<file path="src/rtl/cla_pkg.sv">
`default_nettype none
// +-----------------------------------------------------------------------+
// | Module      : cla_pkg                                                  |
// | Description : Shared constants for the 16-bit saturating CLA adder.    |
// | Revision    : 1.0 - initial release                                    |
// +-----------------------------------------------------------------------+
package cla_pkg;
    localparam int          WIDTH   = 16;
    localparam logic [15:0] SAT_MAX = 16'h7FFF;
    localparam logic [15:0] SAT_MIN = 16'h8000;
endpackage
`default_nettype wire

</file>
<file path="src/rtl/cla_4bit.sv">
`default_nettype none
// +-----------------------------------------------------------------------+
// | Module      : cla_4bit                                                 |
// | Description : 4-bit carry-lookahead slice producing its sum bits plus  |
// |               group propagate/generate for the next lookahead level.   |
// | Revision    : 1.0 - initial release                                    |
// +-----------------------------------------------------------------------+
module cla_4bit (
    input  logic [3:0] a,
    input  logic [3:0] b,
    input  logic       cin,
    output logic [3:0] s,
    output logic       P,
    output logic       G
);
    logic [3:0] w_p;
    logic [3:0] w_g;
    logic [3:0] w_c;

    // Bit-level propagate/generate, internal carries and group P/G, all flat lookahead.
    always_comb begin
        w_p    = a ^ b;
        w_g    = a & b;
        w_c[0] = cin;
        w_c[1] = w_g[0] | (w_p[0] & cin);
        w_c[2] = w_g[1] | (w_p[1] & w_g[0]) | (w_p[1] & w_p[0] & cin);
        w_c[3] = w_g[2] | (w_p[2] & w_g[1]) | (w_p[2] & w_p[1] & w_g[0])
               | (w_p[2] & w_p[1] & w_p[0] & cin);
        s      = w_p ^ w_c;
        P      = &w_p;
        G      = w_g[3] | (w_p[3] & w_g[2]) | (w_p[3] & w_p[2] & w_g[1])
               | (w_p[3] & w_p[2] & w_p[1] & w_g[0]);
    end
endmodule
`default_nettype wire

</file>
<file path="src/rtl/cla_16bit.sv">
`default_nettype none
// +-----------------------------------------------------------------------+
// | Module      : cla_16bit                                                |
// | Description : Registered 16-bit add/subtract built from four CLA       |
// |               slices with a second lookahead level; signed-saturated   |
// |               result with N/Z/V flags and raw carry-out.               |
// |               Optional macro CLA_OVF_STICKY_EN adds a sticky overflow  |
// |               flag (ovf_sticky) with synchronous clear (ovf_clr).      |
// | Revision    : 1.0 - initial release                                    |
// +-----------------------------------------------------------------------+
module cla_16bit
    import cla_pkg::*;
(
    input  logic             clk,
    input  logic             rst_n,
    input  logic [WIDTH-1:0] a,
    input  logic [WIDTH-1:0] b,
    input  logic             sub,
    output logic [WIDTH-1:0] sum,
    output logic             cout,
    output logic             N,
    output logic             Z,
    output logic             V
`ifdef CLA_OVF_STICKY_EN
    ,
    input  logic             ovf_clr,
    output logic             ovf_sticky
`endif
);
    logic [WIDTH-1:0] w_bx;
    logic [WIDTH-1:0] w_raw;
    logic [WIDTH-1:0] w_sat;
    logic             w_v;
    // Scalar group signals keep the lookahead network free of vector feedback.
    logic w_p0, w_p1, w_p2, w_p3;
    logic w_g0, w_g1, w_g2, w_g3;
    logic w_c4, w_c8, w_c12, w_c16;

    logic [WIDTH-1:0] r_sum;
    logic             r_cout;
    logic             r_n;
    logic             r_z;
    logic             r_v;

    assign w_bx = sub ? ~b : b;

    cla_4bit u_slice0 (.a(a[3:0]),   .b(w_bx[3:0]),   .cin(sub),   .s(w_raw[3:0]),   .P(w_p0), .G(w_g0));
    cla_4bit u_slice1 (.a(a[7:4]),   .b(w_bx[7:4]),   .cin(w_c4),  .s(w_raw[7:4]),   .P(w_p1), .G(w_g1));
    cla_4bit u_slice2 (.a(a[11:8]),  .b(w_bx[11:8]),  .cin(w_c8),  .s(w_raw[11:8]),  .P(w_p2), .G(w_g2));
    cla_4bit u_slice3 (.a(a[15:12]), .b(w_bx[15:12]), .cin(w_c12), .s(w_raw[15:12]), .P(w_p3), .G(w_g3));

    // Second-level lookahead: every slice carry-in derived directly from group P/G and sub.
    always_comb begin
        w_c4  = w_g0 | (w_p0 & sub);
        w_c8  = w_g1 | (w_p1 & w_g0) | (w_p1 & w_p0 & sub);
        w_c12 = w_g2 | (w_p2 & w_g1) | (w_p2 & w_p1 & w_g0) | (w_p2 & w_p1 & w_p0 & sub);
        w_c16 = w_g3 | (w_p3 & w_g2) | (w_p3 & w_p2 & w_g1) | (w_p3 & w_p2 & w_p1 & w_g0)
              | (w_p3 & w_p2 & w_p1 & w_p0 & sub);
    end

    // Signed overflow detection and clamp toward the sign of operand A.
    always_comb begin
        w_v   = (a[WIDTH-1] == w_bx[WIDTH-1]) && (w_raw[WIDTH-1] != a[WIDTH-1]);
        w_sat = w_raw;
        if (w_v) begin
            w_sat = a[WIDTH-1] ? SAT_MIN : SAT_MAX;
        end
    end

    // Capture result and flags every edge; reset clears everything immediately.
    always_ff @(posedge clk or negedge rst_n) begin
        if (!rst_n) begin
            r_sum  <= '0;
            r_cout <= 1'b0;
            r_n    <= 1'b0;
            r_z    <= 1'b0;
            r_v    <= 1'b0;
        end else begin
            r_sum  <= w_sat;
            r_cout <= w_c16;
            r_n    <= w_sat[WIDTH-1];
            r_z    <= (w_sat == '0);
            r_v    <= w_v;
        end
    end

    assign sum  = r_sum;
    assign cout = r_cout;
    assign N    = r_n;
    assign Z    = r_z;
    assign V    = r_v;

`ifdef CLA_OVF_STICKY_EN
    logic r_ovf_sticky;

    // Sticky overflow: a new overflow takes priority over a clear on the same edge.
    always_ff @(posedge clk or negedge rst_n) begin
        if (!rst_n) begin
            r_ovf_sticky <= 1'b0;
        end else if (w_v) begin
            r_ovf_sticky <= 1'b1;
        end else if (ovf_clr) begin
            r_ovf_sticky <= 1'b0;
        end
    end

    assign ovf_sticky = r_ovf_sticky;
`endif
endmodule
`default_nettype wire

</file>
<file path="config.mk">
export PLATFORM = sky130hd
export DESIGN_NAME = cla_16bit
export DESIGN_NICKNAME = d
export VERILOG_FILES = /design/src/rtl/cla_pkg.sv /design/src/rtl/cla_4bit.sv /design/src/rtl/cla_16bit.sv
export SDC_FILE = /design/constraint.sdc
export NUM_CORES = 1
export LEC_CHECK = 0
export ABC_CLOCK_PERIOD_IN_PS = 800
export BUFFER_PORTS_ARGS = -buffer_cell sky130_fd_sc_hd__buf_2
export CAP_MARGIN = 20
export CORE_MARGIN = 2
export CORE_UTILIZATION = 40
export DETAILED_ROUTE_END_ITERATION = 10
export GPL_ROUTABILITY_DRIVEN = 0
export PLACE_DENSITY = 0.68
export SETUP_SLACK_MARGIN = 0.3
export SLEW_MARGIN = 20
export SYNTH_ARGS = -nofsm -noshare
export SYNTH_HDL_FRONTEND = slang
export SYNTH_SLANG_ARGS = --single-unit
</file>
<file path="constraint.sdc">
create_clock -name clk -period 0.8 [get_ports clk]
set_input_delay 0.16 -clock clk [delete_from_list [all_inputs] [get_ports clk]]
set_output_delay 0.16 -clock clk [all_outputs]
set_load 0.01 [all_outputs]
</file>
==> flow_summary.ini, run 1 <==
[sta]
hold_slack_ps = -170
layout_setup_ws_ps = -1560
rsz0062_at_grt = true
slew_violations = 0
fmax_mhz = 424
hold_viol = 19
relSlewSlack_pct = 69.2
min_period_over_period_pct = 295
fin_crit_ps = 2360
setup_viol = 39
tightest_slew_ps = 460

[die]
dieArea_um2 = 4770
die_x_um = 69.1
initial_utilization_pct = 42.0
io_pins = 55
core-area_um2 = 4030
fp-row-count = 23
die_h_um = 69.1

[status]
violations = negative hold slack, negative setup slack
run_status = finished with violations

[clock_network]
htreeDepth = 1
cts_buffers = 3
clock-sinks = 19
clockBufferDepth = 2
cts-root-buf = clkbuf_8
clkTransAtPathRegs_ps = 70
cts_tree = yes

[grt]
grt_pass1_wl_mm = 7.34
antenna_found_initial = 0
grt_max_degree = 20
grt_pass1_vias = 1701
grt_overflow = 0
grt.total_usage_pct = 18.4

[power]
p_per_area_nw_per_um2 = 1810
p_leak_nw = 1.43
peakVddDrop_uv = 692

[logic_synthesis]
syn-instance-count = 174
synth_area_leaders = dfrtp_1 28%, xor2_1 13%, ha_1 12%
synth-main-ff-cell = dfrtp_1
ys_types = 48
synth_async_sr_flop_share_pct = 100
syn_nets = 228
ys_seq_area_share_pct = 28.1
synth_seq_cells = 19
ys_warn_count = 0
synth_area_um2 = 1690
synth-edff-count = 0
synth.avg_cell_area_um2 = 9.73
yosysTopAreaCell = dfrtp_1
synth_top_area_share_pct = 28.1

[hold_path]
hold_class = in2async

[drt]
drtIter0Drc = 75
wl_per_cell_um = 13.0
vias = 1693
first_pass_iters = 4
viasPerCell = 4.81
ant_nets = 0
routed_wl_mm = 4.58
drc = 0

[layout]
nNetsFinal = 357
final_cell_mix = 62 x buf_4, 51 x buf_2, 19 x dfrtp_1, 15 x xor2_1
stdcell_count = 352
final_common_cell = buf_4
antenna_cells = 0
syn2layout_area_growth_pct = 73.5
layout-drive-gt1-share_pct = 62.3

[critical_path]
crit_required_ps = 960
arrival_ps = 2510
critPathKind = in2reg
startpoint_type = primary input
crit_start = sub
endpoint_kind = flip-flop
critPathMaxFanout = 5

[placement]
dp_cells = 332
port_buffers = 54
place_hpwl_mm = 3.54

[job]
drv_cap = 0
## stage by stage
stage	util [%]	setup WS, ps	power (mW)	instance area (um2)	TNS, ps
6_report	72.9	-1560	5.32	2940	-29180
5_1_grt	72.9	-1730	5.70	2940	-31300
4_1_cts	67.5	-1680	5.04	2720	-28640
3_5_place_dp	61.8	-2020	4.16	2490	-33820
3_3_place_gp	61.8	-1890	4.08	2490	-33120
2_1_floorplan	-	-1890	2.94	1780	-28090
## worst max-delay path, cell delays in order
cell and delay (ps):
buf_12 120, xor2_2 130, ha_1 340, o211ai_1 150, a21oi_2 160, o21ai_2 80
and2_4 170, nor2_4 120, nor3_4 50, fa_2 360, xor2_2 170, nand4_1 120
nor2_1 90, nand4_1 90, nor4_2 210
## power by group
group	internal [mW]	leakage (nW)	switching, mW	total, mW
combinational	1.80	1.17	1.60	3.40
sequential	1.24	0.230	0.0586	1.30
clock	0.352	0.0228	0.271	0.623
total	3.39	1.43	1.93	5.32
## what timing repair did
action / in CTS / in global routing
buffers inserted: 8 / 7
pin swaps: 21 / 34
endpoints found under the hold margin: 19 / 19
gates cloned: 1 / 0
endpoints found under the setup margin: 39 / 39
resized for setup: 19 / 33
## kinds of logic after synthesis
group | Yosys count | synth area share [%]
xor gates and xnor gates | 30 | 15.5
adders and majority gates | 19 | 15.4
and+or+nand+nor | 39 | 12.3
buffers and inverters | 13 | 3.62
muxes | 1 | 0.591
AOI/OAI and AO/OA | 53 | 24.5
DFF | 19 | 28.1
## sequential cells by signal, indices dropped and copies added, names as in the netlist
signal  cells
sum        15
V           1
Z           1
cout        1
N           1
## per-layer routing
metal  GRT usage [%]  vias up  routed length, um
met5               0        -                  0
met4            4.14        0                 45
met3            2.34        5                198
li1                -      867                  -
met1            22.1      772               1850
met2            34.7       49               2480
## how the worst max path moves through the flow
stage          end  slack [ps]
2_1_floorplan    Z       -1890
3_3_place_gp     Z       -1890
3_5_place_dp     Z       -2020
4_1_cts          Z       -1680
5_1_grt          Z       -1730
6_report         Z       -1560
## final cells by class
class                           count  area, um2
Clock buffer                        4       45.0
Multi-Input combinational cell    142       1390
Fill cell                         294       1090
Timing Repair Buffer              129        930
Sequential cell                    19        475
Tap cell                           50       62.6
Inverter                            8       30.0
## cells in the mapped netlist (2+ instances only)
library cell and number:
xnor2_1 5, xor2_1 25, a21o_1 2, nor2_1 14
a31oi_1 2, nand4_1 3, o21ai_1 6, a21oi_2 4
a21oi_1 10, inv_1 8, o21ai_2 3, a211oi_1 2
dfrtp_1 19, nor3_1 3, o21ai_0 5, nand2_1 6
and2_1 2, nand3_1 2, nand2b_1 2, o21a_1 6
ha_1 16, fa_1 3
Note: power is estimated with default switching activity, not from simulation.
==> run 2: changes to the inputs <==
==> constraint.sdc (replaced) <==
create_clock -name clk -period 0.8 [get_ports clk]
set_input_delay 0.2 -clock clk [delete_from_list [all_inputs] [get_ports clk]]
set_output_delay 0.2 -clock clk [all_outputs]
set_load 0.01 [all_outputs]
==> flow_summary.ini, run 2 (synthesis results as in run 1) <==
[status]
run_status = finished with violations
violations = negative hold slack, negative setup slack

[die]
core-area_um2 = 4030
dieArea_um2 = 4770
fp-row-count = 23
die_x_um = 69.1
io_pins = 55
initial_utilization_pct = 42.0
die_h_um = 69.1

[sta]
layout_setup_ws_ps = -1620
setup_viol = 39
setup_tns_ps = -29550
hold_viol = 19
relSlewSlack_pct = 71.3
tightest_slew_ps = 426
slew_violations = 0
min_period_over_period_pct = 303
hold_slack_ps = -130
fin_crit_ps = 2420
rsz0062_at_grt = true
fmax_mhz = 413

[hold_path]
hold_class = in2async

[layout]
fillers = 307
syn2layout_area_growth_pct = 67.8
final_core_util_pct = 70.5
final_common_cell = buf_4
largest_reg_flops = 15
layout-drive-gt1-share_pct = 59.7
final_cell_mix = 66 x buf_4, 52 x buf_2, 19 x dfrtp_1, 19 x xor2_1
antenna_cells = 0
finish.instance_area_um2 = 2840
nNetsFinal = 355

[grt]
grt.total_usage_pct = 18.1
grt_pass1_wl_mm = 7.25
antenna_found_initial = 0
grt_max_degree = 20
grt_pass1_vias = 1650
grt_overflow = 0

[drt]
wl_met2_mm = 2.42
ant_nets = 0
met1Wirelength_mm = 1.93
vias = 1712
drtIter0Drc = 69
wl_per_cell_um = 13.0
first_pass_iters = 4
routed.top_layer = met4
viasPerCell = 4.89
drc = 0
routed_wl_mm = 4.56
wl_met3_um = 182

[critical_path]
crit_start = b[0]
path_cells = buf_6, xor2_2, ha_4, a211oi_4, o21bai_2, buf_4, buf_4, a21oi_2, fa_2, xor2_2, nand3_1, nor2_1, nand4_1, nor4_2
startpoint_type = primary input
critPathKind = in2reg
critPathMaxFanout = 3
arrival_ps = 2580
cpMaxStageDelayCell = a211oi_4
endpoint = Z
crit_required_ps = 960
slowest_delay_ps = 270
endpoint_kind = flip-flop

[clock_network]
clock-sinks = 19
htreeDepth = 1
cts-root-buf = clkbuf_8
clockBufferDepth = 2
clkTransAtPathRegs_ps = 70
cts_tree = yes
cts_buffers = 3

[placement]
dpl_cell_area_um2 = 2490
port_buffers = 54
place_hpwl_mm = 3.42

[job]
drv_cap = 0

[power]
p_leak_nw = 1.38
peakVddDrop_uv = 747
p_per_area_nw_per_um2 = 1850
==> run 2: cell types whose count changed in the layout (fill, tap and decap cells not counted), sizes merged <==
cell and delta:
buf -2
==> run 2: layout make-up <==
type	count	area [um2]	share of cell area [%]
Clock buffer	4	45.0	1.59
Inverter	8	30.0	1.06
Multi-Input combinational cell	142	1340	47.2
Sequential cell	19	475	16.7
Tap cell	50	62.6	2.20
Timing Repair Buffer	127	886	31.2
==> run 2: timing repair <==
action                     4_1_cts  5_1_grt
hold endpoints to repair        19       19
resized for setup               13       22
pin swaps                       28       28
setup endpoints to repair       39       39
gates cloned                     1        0
setup buffers                    7        6
==> run 2: how the worst min path moves through the flow <==
| stage | start | endpoint | cells past startpoint |
|---|---|---|---|
| after floorplan | rst_n | N | 0 |
| after global placement | rst_n | sum[7] | 1 |
| after global routing | rst_n | sum[5] | 1 |
| after CTS | rst_n | sum[9] | 1 |
| final | rst_n | sum[9] | 1 |
| after detailed placement | rst_n | sum[5] | 1 |
==> run 2: power by group <==
part / leakage (nW) / switching [mW] / internal [mW]
Clock: 0.0228 / 0.280 / 0.353
Combinational: 1.13 / 1.57 / 1.75
Sequential: 0.230 / 0.0585 / 1.24
Total: 1.38 / 1.91 / 3.34
==> run 2: critical path, delay by kind of cell <==
kind                     cells  cell delay [ps]
AND/OR/NAND/NOR              4              570
AO/OA/AOI/OAI                3              560
adder cells (fa/ha/maj)      2              480
buffers and inverters        3              380
XOR/XNOR                     2              380
==> run 2: per-stage QoR <==
step	total power, mW	std cells	worst slack [ps]
after floorplan	2.94	174	-1930
after global placement	4.08	332	-1930
after detailed placement	4.15	332	-2060
after CTS	4.99	344	-1770
after global routing	5.65	350	-1780
final	5.25	350	-1620
==> run 2: per-layer routing <==
layer / GRT usage, % / vias to the layer above
met5: 0 / -
met2: 32.1 / 49
met1: 23.4 / 803
li1: - / 858
met3: 2.34 / 2
met4: 3.92 / 0
==> run 3: changes to the inputs <==
--- a/config.mk
+++ b/config.mk
@@ -14,6 +14,7 @@
 export GPL_ROUTABILITY_DRIVEN = 0
 export PLACE_DENSITY = 0.68
 export SETUP_SLACK_MARGIN = 0.3
+export SKIP_CTS_REPAIR_TIMING = 1
 export SLEW_MARGIN = 20
 export SYNTH_ARGS = -nofsm -noshare
 export SYNTH_HDL_FRONTEND = slang
==> flow_summary.ini, run 3 (synthesis results as in run 1) <==
[status]
run_status = finished with violations
violations = negative hold slack, negative setup slack

[critical_path]
critPathKind = in2reg
crit_required_ps = 960
startpoint_type = primary input
slowest_delay_ps = 320
critPathMaxFanout = 2
cpMaxStageDelayCell = ha_1
path_cells = buf_8, xor2_2, ha_1, a211oi_2, o21bai_2, o21ai_2, and2_4, nor2_4, nor3_2, fa_2, xor2_2, nand4_1, nor2_1, nand4_1, nor4_2
arrival_ps = 2750
crit_start = b[0]
endpoint_kind = flip-flop

[power]
power_switching_mw = 1.89
p_leak_nw = 1.38
intPower_mw = 3.31
p_per_area_nw_per_um2 = 1840
p_clk_share_pct = 12.2
power.combinational.fraction_pct = 62.9
pwr-share-seq_pct = 24.9
peakVddDrop_uv = 686
netSwitchingFraction_pct = 36.4

[grt]
grt_max_degree = 20
grt_pass1_wl_mm = 6.82
antenna_found_initial = 0
grt.total_usage_pct = 17.0
grt_pass1_vias = 1574
grt_overflow = 0

[layout]
largest_reg_flops = 15
nNetsFinal = 353
final_cell_mix = 64 x buf_4, 52 x buf_2, 19 x dfrtp_1, 19 x xor2_1, 14 x ha_1
layout-drive-gt1-share_pct = 59.7
final_core_util_pct = 70.2
syn2layout_area_growth_pct = 67.2
antenna_cells = 0
final_common_cell = buf_4

[drt]
drc = 0
viasPerCell = 4.90
ant_nets = 0
drtIter0Drc = 84
routed.top_layer = met4
routed_wl_mm = 4.39
wl_met2_mm = 2.28
wl_per_cell_um = 12.6
wl_met3_um = 176
vias = 1705
met1Wirelength_mm = 1.88
first_pass_iters = 4

[die]
core-area_um2 = 4030
io_pins = 55
fp-row-count = 23
die_x_um = 69.1
initial_utilization_pct = 42.0
dieArea_um2 = 4770
die_h_um = 69.1

[sta]
slew_violations = 0
relSlewSlack_pct = 72.0
hold_viol = 19
layout_setup_ws_ps = -1790
hold_slack_ps = -131
tightest_slew_ps = 415
min_period_over_period_pct = 324
fin_crit_ps = 2590
fmax_mhz = 385
setup_viol = 39
rsz0062_at_grt = true

[clock_network]
cts_buffers = 3
clockBufferDepth = 2
cts-root-buf = clkbuf_8
htreeDepth = 1
clkTransAtPathRegs_ps = 70
cts_tree = yes
clock-sinks = 19

[job]
drv_cap = 0

[hold_path]
hold_class = in2async

[placement]
place_ws_ps = -2060
port_buffers = 54
place_hpwl_mm = 3.42
[run 3: cell count changes in the layout (fill, tap and decap cells not counted), moves of 2 or more]
| cell | previous run | this run |
|---|---|---|
| a21oi_2 | 12 | 10 |
| o21ai_1 | 5 | 2 |
| o21ai_2 | 5 | 7 |
| buf_4 | 66 | 64 |
| a21oi_1 | 2 | 4 |
[run 3: cell type report]
class                           instances  area [um2]
Sequential cell                        19         475
Inverter                                8        30.0
Fill cell                             311        1200
Clock buffer                            4        45.0
Multi-Input combinational cell        142        1350
Tap cell                               50        62.6
Timing Repair Buffer                  125         868
[run 3: metrics by stage]
stage | setup TNS, ps | power (mW) | hold WS (ps) | std cells | instance area [um2]
6_report | -29670 | 5.20 | -131 | 348 | 2830
4_1_cts | -32570 | 4.80 | -116 | 336 | 2540
2_1_floorplan | -28850 | 2.94 | -95.6 | 174 | 1780
5_1_grt | -32120 | 5.60 | -95.3 | 348 | 2830
3_5_place_dp | -34350 | 4.15 | 151 | 332 | 2490
3_3_place_gp | -33920 | 4.08 | 143 | 332 | 2490
[run 3: path summary, 6_finish.rpt]
| check | cells after the start | to |
|---|---|---|
| min in group clk | 3 | cout |
| max in group asynchronous | 1 | sum[7] |
| max | 15 | Z |
| min | 1 | sum[9] |
[run 3: worst max-delay path, delay by kind of cell]
kind	cells	cell delay, ps
adders and majority gates	2	570
and+or+nand+nor	7	1030
AOI/OAI and AO/OA	3	530
xor gates and xnor gates	2	310
buffers and inverters	1	100
[run 3: power by group through the flow]
stage	clock [mW]	sequential (mW)	combinational [mW]
after detailed placement	0	1.32	2.82
final	0.632	1.30	3.27
after floorplan	0	1.49	1.45
after global routing	0.713	1.33	3.55
after global placement	0	1.31	2.77
after CTS	0.643	1.30	2.85
[run 3: routing by layer]
layer | GRT usage [%] | vias up
met5 | 0 | -
met4 | 3.49 | 0
met3 | 1.90 | 6
met2 | 29.1 | 54
met1 | 23.1 | 785
li1 | - | 860
